==> config.mk <==
export PLATFORM = sky130hd
export DESIGN_NAME = nic_access_ctrl_flat
export DESIGN_NICKNAME = d
export VERILOG_FILES = /design/src/rtl/nic_pkg.sv /design/src/rtl/nic_access_ctrl_if.sv /design/src/rtl/nic_access_ctrl.sv /design/src/flat_wrapper.sv
export SDC_FILE = /design/constraint.sdc
export NUM_CORES = 1
export LEC_CHECK = 0
export CORE_MARGIN = 2
export CORE_UTILIZATION = 40
export DETAILED_ROUTE_END_ITERATION = 6
export PLACE_DENSITY = 0.8
export SYNTH_ARGS = -nofsm -noshare
export SYNTH_HDL_FRONTEND = slang
export SYNTH_SLANG_ARGS = --single-unit
==> constraint.sdc <==
create_clock -name clk -period 3.15 [get_ports clk]
set_clock_uncertainty 0.1 [all_clocks]
set_input_delay 0.7875 -clock clk [delete_from_list [all_inputs] [get_ports clk]]
set_output_delay 0.7875 -clock clk [all_outputs]
set_load 0.005 [all_outputs]
==> src/rtl/nic_pkg.sv <==
// Shared NIC definitions: register map, status bit, controller states.
// Imported by the access controller and its bus interface.
package nic_pkg;

  localparam logic [1:0] NIC_IN_BUF   = 2'b00;
  localparam logic [1:0] NIC_IN_STAT  = 2'b01;
  localparam logic [1:0] NIC_OUT_BUF  = 2'b10;
  localparam logic [1:0] NIC_OUT_STAT = 2'b11;

  localparam int NIC_FULL_BIT = 0;

  typedef enum logic [2:0] {
    IDLE     = 3'd0,
    RD_REQ   = 3'd1,
    RD_CAP   = 3'd2,
    POLL_REQ = 3'd3,
    POLL_CHK = 3'd4,
    WR       = 3'd5,
    DROP     = 3'd6
  } ctrl_state_e;

endpackage

==> src/rtl/nic_access_ctrl_if.sv <==
// NIC register-file bus between the access controller and the NIC.
// master = controller side, slave = NIC side.
interface nic_access_ctrl_if #(
  parameter int DATA_W = 64
);
  logic              nic_en;
  logic              nic_wr_en;
  logic [1:0]        nic_addr;
  logic [DATA_W-1:0] nic_din;
  logic [DATA_W-1:0] nic_dout;

  modport master (
    output nic_en,
    output nic_wr_en,
    output nic_addr,
    output nic_din,
    input  nic_dout
  );

  modport slave (
    input  nic_en,
    input  nic_wr_en,
    input  nic_addr,
    input  nic_din,
    output nic_dout
  );
endinterface

==> src/rtl/nic_access_ctrl.sv <==
// Sequences one NIC access per instruction: timed loads with registered
// writeback, and output-buffer stores gated on output-status polling.
module nic_access_ctrl
  import nic_pkg::*;
#(
  parameter int DATA_W   = 64,
  parameter int MAX_POLL = 16
) (
  input  logic              clk,
  input  logic              reset,
  input  logic              req_valid,
  input  logic              req_wr,
  input  logic [1:0]        req_addr,
  input  logic [4:0]        req_rd,
  input  logic [DATA_W-1:0] req_wdata,
  output logic              stall,
  output logic              wb_valid,
  output logic [4:0]        wb_rd,
  output logic [DATA_W-1:0] wb_data,
  output logic              store_err,
  nic_access_ctrl_if.master nic
);

  localparam int CNT_W =
    (MAX_POLL > 1) ? $clog2(MAX_POLL) : 1;
  localparam logic [CNT_W-1:0] CNT_LAST =
    CNT_W'(MAX_POLL - 1);

  ctrl_state_e       state_q, state_d;
  logic [CNT_W-1:0]  cnt_q, cnt_d;
  logic              wr_q, wr_d;
  logic [1:0]        addr_q, addr_d;
  logic [4:0]        rd_q, rd_d;
  logic [DATA_W-1:0] wdata_q, wdata_d;
  logic              wb_valid_q, wb_valid_d;
  logic [4:0]        wb_rd_q, wb_rd_d;
  logic [DATA_W-1:0] wb_data_q, wb_data_d;

  always_comb begin
    state_d    = state_q;
    cnt_d      = cnt_q;
    wr_d       = wr_q;
    addr_d     = addr_q;
    rd_d       = rd_q;
    wdata_d    = wdata_q;
    wb_valid_d = 1'b0;
    wb_rd_d    = wb_rd_q;
    wb_data_d  = wb_data_q;
    unique case (state_q)
      IDLE: begin
        if (req_valid) begin
          wr_d    = req_wr;
          addr_d  = req_addr;
          rd_d    = req_rd;
          wdata_d = req_wdata;
          if (!req_wr) begin
            state_d = RD_REQ;
          end else if (req_addr == NIC_OUT_BUF) begin
            state_d = POLL_REQ;
            cnt_d   = '0;
          end else begin
            state_d = WR;
          end
        end
      end
      RD_REQ: state_d = RD_CAP;
      RD_CAP: begin
        wb_valid_d = 1'b1;
        wb_rd_d    = rd_q;
        wb_data_d  = nic.nic_dout;
        state_d    = IDLE;
      end
      POLL_REQ: state_d = POLL_CHK;
      POLL_CHK: begin
        if (!nic.nic_dout[NIC_FULL_BIT]) begin
          state_d = WR;
        end else if (cnt_q == CNT_LAST) begin
          state_d = DROP;
        end else begin
          cnt_d   = cnt_q + CNT_W'(1);
          state_d = POLL_REQ;
        end
      end
      WR:      state_d = IDLE;
      DROP:    state_d = IDLE;
      default: state_d = IDLE;
    endcase
  end

  // NIC strobes are pure decodes of state and latched fields
  always_comb begin
    stall         = 1'b0;
    store_err     = 1'b0;
    nic.nic_en    = 1'b0;
    nic.nic_wr_en = 1'b0;
    nic.nic_addr  = 2'b00;
    nic.nic_din   = '0;
    unique case (state_q)
      IDLE: stall = req_valid;
      RD_REQ: begin
        stall        = 1'b1;
        nic.nic_en   = 1'b1;
        nic.nic_addr = addr_q;
      end
      POLL_REQ: begin
        stall        = 1'b1;
        nic.nic_en   = 1'b1;
        nic.nic_addr = NIC_OUT_STAT;
      end
      POLL_CHK: stall = 1'b1;
      WR: begin
        nic.nic_en    = 1'b1;
        nic.nic_wr_en = 1'b1;
        nic.nic_addr  = addr_q;
        nic.nic_din   = wdata_q;
      end
      DROP: store_err = 1'b1;
      default: stall = 1'b0;
    endcase
  end

  always_ff @(posedge clk) begin
    if (reset) begin
      state_q    <= IDLE;
      cnt_q      <= '0;
      wr_q       <= 1'b0;
      addr_q     <= 2'b00;
      rd_q       <= 5'd0;
      wdata_q    <= '0;
      wb_valid_q <= 1'b0;
      wb_rd_q    <= 5'd0;
      wb_data_q  <= '0;
    end else begin
      state_q    <= state_d;
      cnt_q      <= cnt_d;
      wr_q       <= wr_d;
      addr_q     <= addr_d;
      rd_q       <= rd_d;
      wdata_q    <= wdata_d;
      wb_valid_q <= wb_valid_d;
      wb_rd_q    <= wb_rd_d;
      wb_data_q  <= wb_data_d;
    end
  end

  assign wb_valid = wb_valid_q;
  assign wb_rd    = wb_rd_q;
  assign wb_data  = wb_data_q;

endmodule
==> src/flat_wrapper.sv <==
// flat-port wrapper written by rule: the top's interface ports become plain ports
module nic_access_ctrl_flat import nic_pkg::*;
#(
  parameter int DATA_W   = 64,
  parameter int MAX_POLL = 16
)
  (clk, reset, req_valid, req_wr, req_addr, req_rd, req_wdata, stall, wb_valid, wb_rd, wb_data, store_err, nic_nic_en, nic_nic_wr_en, nic_nic_addr, nic_nic_din, nic_nic_dout);
  nic_access_ctrl_if #(.DATA_W(DATA_W)) nic_i ();
  input  logic clk;
  input  logic reset;
  input  logic req_valid;
  input  logic req_wr;
  input  logic [1:0] req_addr;
  input  logic [4:0] req_rd;
  input  logic [DATA_W-1:0] req_wdata;
  output logic stall;
  output logic wb_valid;
  output logic [4:0] wb_rd;
  output logic [DATA_W-1:0] wb_data;
  output logic store_err;
  output wire logic [$bits(nic_i.nic_en)-1:0] nic_nic_en;
  output wire logic [$bits(nic_i.nic_wr_en)-1:0] nic_nic_wr_en;
  output wire logic [$bits(nic_i.nic_addr)-1:0] nic_nic_addr;
  output wire logic [$bits(nic_i.nic_din)-1:0] nic_nic_din;
  input wire logic [$bits(nic_i.nic_dout)-1:0] nic_nic_dout;
  assign nic_nic_en = nic_i.nic_en;
  assign nic_nic_wr_en = nic_i.nic_wr_en;
  assign nic_nic_addr = nic_i.nic_addr;
  assign nic_nic_din = nic_i.nic_din;
  assign nic_i.nic_dout = nic_nic_dout;
  nic_access_ctrl #(.DATA_W(DATA_W), .MAX_POLL(MAX_POLL)) u_core (.clk(clk), .reset(reset), .req_valid(req_valid), .req_wr(req_wr), .req_addr(req_addr), .req_rd(req_rd), .req_wdata(req_wdata), .stall(stall), .wb_valid(wb_valid), .wb_rd(wb_rd), .wb_data(wb_data), .store_err(store_err), .nic(nic_i));
endmodule
* After elaboration in Yosys (flattened, before gate mapping)
Cells that the tools add are included.
Widths: inputs -> output; s select.
** Cells by class
- Reduce and logical (&&, ||, !) cells :: 7
- Equal/unequal tests :: 13
- Multiplexer cells :: 19
- Add/sub/neg operators :: 1
** Operators by type and width (count)
- $mux 64 :: 1
- $mux 4 :: 5
- $mux 3 :: 5
- $pmux 3 s4 :: 1
- $eq 3x3->1 const B :: 3
- $ne 2x2->1 const B :: 4
- $pmux 4 s2 :: 1
- $eq 3x2->1 const B :: 2
- $reduce_and 6->1 :: 1
- $reduce_or 3->1 :: 2
- $add 4x1->4 const B :: 1
- $eq 4x4->1 const B :: 1
- $mux 1 :: 4
- $pmux 2 s2 :: 1
- $eq 3x1->1 const B :: 1
- $logic_not 3->1 :: 1
- $eq 2x2->1 const B :: 1
- $ne 2x1->1 const B :: 1
- $pmux 1 s2 :: 1
- $reduce_and 2->1 :: 1
- $reduce_bool 2->1 :: 1
- $reduce_or 2->1 :: 1
** Storage, ports and cells
- Word-level logic and storage cells :: 48
- Input port bits :: 139
- Output and inout port bits :: 140
- Bits in registers :: 148

* Longest topological paths before layout
- Depth in word-level cells :: 5
- Gate-level depth with buffers :: 6
- Mapped depth without buffers :: 4

* Worst setup path after synthesis
Ideal clock, no wire load.
- Kind :: flip-flop to output port
- From :: register u_core.state_q[0]
- To :: output nic_nic_din[10]
- Cell stages (with the launch flop) :: 6
- Data arrival time :: 1085 ps
- Path slack :: 1178 ps
- Data required time :: 2263 ps
- Buffers on the path :: 2
- Path through :: dfxtp_1 > nand2_1 > nor2_1 > clkbuf_1 > clkbuf_1 > and2_1
** Between the ends
- Word-level cells in the longest chain between the ends :: 2
** Ends and longest elaborated chain
- start, declared :: RTL line nic_access_ctrl.sv:29 : ctrl_state_e state_q, state_d;
- start signal, assigned :: RTL line nic_access_ctrl.sv:134 : state_q <= state_d;
- $eq 3x3->1 :: RTL line nic_access_ctrl.sv:98 : unique case (state_q)
- $mux 64 :: RTL line nic_access_ctrl.sv:98
- end, declared :: RTL line flat_wrapper.sv:24 : output wire logic [$bits(nic_i.nic_din)-1:0] nic_nic_din;
Every way passes these cells.

* Final worst setup path
- From :: input req_valid
- To :: output stall
** Between the ends
- Word-level cells in the longest chain between the ends :: 1
** Ends and longest elaborated chain
- start, declared :: RTL line flat_wrapper.sv:11 : input logic req_valid;
- $pmux 1 s2 :: RTL line nic_access_ctrl.sv:98
- end, declared :: RTL line flat_wrapper.sv:16 : output logic stall;
Every way passes these cells.

==> metrics.yaml <==
worst_setup_path:
  critical_path.most_common_cell: "clkdlybuf4s50_1"
  r2r-start: "u_core.state_q[1]"
  start_kind: "primary input"
  critical_path_class: "in -> out"
  r2r-end: "u_core.wb_data[57]"
  slowest_stage: "clkdlybuf4s50_1"
  crit_chain: "clkdlybuf4s50_1 -> o21bai_1 -> mux2i_1 -> clkdlybuf4s50_1"
  crit_required_ns: 2.26
  cp_max_fo: 3
  slowest_delay_ns: 0.54
  crit_path_end_kind: "primary output"
  worstPathArrival_ns: 2.08
  r2r.worst_path.cells: 4
  ff2ff_setup_slack_ns: 1.02
clock_tree:
  numCtsBuffers: 17
  clkTransAtPathRegs_ns: 0.06
  cts_resized: 0
  cts_tree: "done"
  clk_path_buf_depth: 2
  ctsHoldBuffers: 0
  htreeDepth: 4
  cts_root_buf: "clkbuf_16"
  worstSkewPairLatency_ns: 0.42
  post_cts_buffers: 0
  cts_sinks: 148
die:
  start_util: 0.412
  boundaryPins: 279
  rows: 43
  dieArea_um2: 15400
  die_w_um: 124
  die_h_um: 124
  core_area_um2: 14000
yosys:
  yosysUniqueCellTypes: 33
  synthCells: 741
  netlist_area_um2: 5770
  syn_nets: 881
  synth-seq-cells: 148
  ys_seq_area_frac: 0.514
  yosysWarnings: 0
  avgSynthCellArea_um2: 7.78
finish:
  fin_nets: 1132
  syn_to_final_growth_pct: 61.6
  drive_above_1_share: 0.0507
  antenna-diode-count: 0
timing:
  finalCritPeriodShare: 0.942
  hold_viol_final: 0
  max_slew_margin: 0.613
  setup_tns_ns: 0
  tightest_slew_ns: 0.579
  finalSetupViolations: 0
  rsz0062_at_grt: "no"
  hold_ws_ns: 0.347
  max_freq_mhz: 337
  period_needed_ns: 2.97
  finalMaxSlewViolations: 0
global_routing:
  met1_usage: 0.239
  grt_usage: 0.212
  first_global_vias: 5040
  antenna_found_initial: 0
  met2_usage: 0.359
  grt_max_degree: 72
  overflow: 0
  met3_usage: 0.0833
  grt_pass1_wl_mm: 25.2
  busiest_layer: "met2"
run_status:
  status: "completed"
power_and_ir_drop:
  power.density_nw_per_um2: 540
  p_leak_nw: 3.38
  ir_worst_vdd_v: 0.000407
placed_design:
  gp_congestion: 0.797
  port_buffers: 278
  dp_hpwl_mm: 11.6
drt:
  wl_per_cell_um: 14.5
  detail_route.iter0.violations: 302
  drc: 0
  routed_wl_mm: 17.1
  first_pass_iters: 5
  ant_nets: 0
  vias_per_cell: 4.81
  via_count: 5705
worst_hold_path:
  worstHoldEndpoint: "u_core.wdata_q[43]"
  min_path_cells: 2
  min_path_type: "reg -> reg"
  hp-start: "u_core.wdata_q[43]"
job:
  maxCapViolations: 0
## sequential cells by signal, indices dropped and copies added, names as in the netlist
register,count
u_core.wb_data,64
u_core.wdata_q,64
u_core.rd_q,5
u_core.wb_rd,5
u_core.cnt_q,4
u_core.state_q,3
u_core.addr_q,2
u_core.wb_valid,1
## logic make-up after synthesis
logic type	after synthesis	share of synthesized area
adders and majority gates	1	0.00217
muxes	2	0.00347
AOI/OAI and AO/OA	153	0.140
DFF	148	0.514
and+or+nand+nor	377	0.291
buffers and inverters	60	0.0503
## layer usage
metal | part of all wire | vias to the layer above | wire, um
met3 | 0.085 | 34 | 1450
met5 | 0 | - | 0
met2 | 0.50 | 205 | 8490
li1 | - | 2882 | -
met4 | 0.026 | 0 | 442
met1 | 0.39 | 2584 | 6750
## critical path: cells and delay by family
family / cells / cell delay (ns)
AO/OA/AOI/OAI: 1 / 0.07
buffers and inverters: 2 / 1.04
multiplexers: 1 / 0.18
## per-stage QoR
step	instances	power [mW]	worst slack, ns	util	cell area [um2]
finish	1185	5.03	0.182	0.666	9320
global route	1185	5.24	0.0914	0.666	9320
CTS	1185	5.08	0.185	0.666	9320
detailed placement	1153	2.80	0.206	0.618	8650
global placement	1153	2.79	0.215	0.618	8650
floorplan	741	2.44	1.18	-	5770
## cells in the final DEF, fill, tap and decap left out, types with 3 or more instances in the layout
cell type	netlist	layout
nand2_1	286	286
clkdlybuf4s50_1	0	277
dfxtp_1	148	148
a21oi_1	142	142
and2_1	65	65
clkbuf_16	0	17
buf_4	12	9
nor2_1	6	5
bufinv_16	0	5
clkbuf_8	0	5
nand4_1	4	4
buf_12	0	4
nand3_1	3	3
clkbuf_1	30	3
## cell usage after synthesis, drive strengths merged
| library cell | count | area (um2) |
|---|---|---|
| a21boi | 1 | 7.51 |
| a21oi | 142 | 711 |
| a311oi | 1 | 15.0 |
| a31oi | 1 | 6.26 |
| a32o | 1 | 11.3 |
| and2 | 65 | 407 |
| and3b | 1 | 8.76 |
| buf | 28 | 170 |
| clkbuf | 30 | 113 |
| dfxtp | 148 | 2960 |
| ha | 1 | 12.5 |
| inv | 2 | 7.51 |
| mux2i | 2 | 20.0 |
| nand2 | 286 | 1070 |
| nand2b | 2 | 12.5 |
| nand3 | 3 | 15.0 |
| nand3b | 1 | 7.51 |
| nand4 | 4 | 25.0 |
| nand4b | 1 | 8.76 |
| nor2 | 6 | 22.5 |
| nor3b | 2 | 37.5 |
| nor4b | 2 | 23.8 |
| o21a | 2 | 15.0 |
| o21ai | 1 | 5.00 |
| o21bai | 1 | 7.51 |
| o221ai | 1 | 8.76 |
| o2bb2ai | 1 | 8.76 |
| o311a | 1 | 10.0 |
| or2 | 1 | 6.26 |
| or3b | 1 | 8.76 |
| or4b | 2 | 20.0 |
## power breakdown
part | internal [mW] | switching (mW) | leakage, nW
registers | 2.00 | 0.0595 | 1.21
logic | 0.367 | 0.334 | 1.85
clock network | 1.51 | 0.758 | 0.324
## worst max-delay path by stage
stage	slack (ns)	start	end	cells past startpoint
floorplan	1.18	u_core.state_q[0]	nic_nic_din[10]	5
global placement	0.21	req_valid	stall	4
detailed placement	0.21	req_valid	stall	4
CTS	0.18	req_valid	stall	4
global route	0.09	req_valid	stall	4
finish	0.18	req_valid	stall	4
## cell type report
cell class / count / area, um2
fill: 1180 / 4670
timing repair buffer: 290 / 2920
clock inverter: 7 / 166
inverter: 2 / 7.51
tap: 180 / 225
clock buffer: 25 / 505
multi-input combinational: 533 / 2530
sequential: 148 / 2960
(Power assumes the default switching activity.)
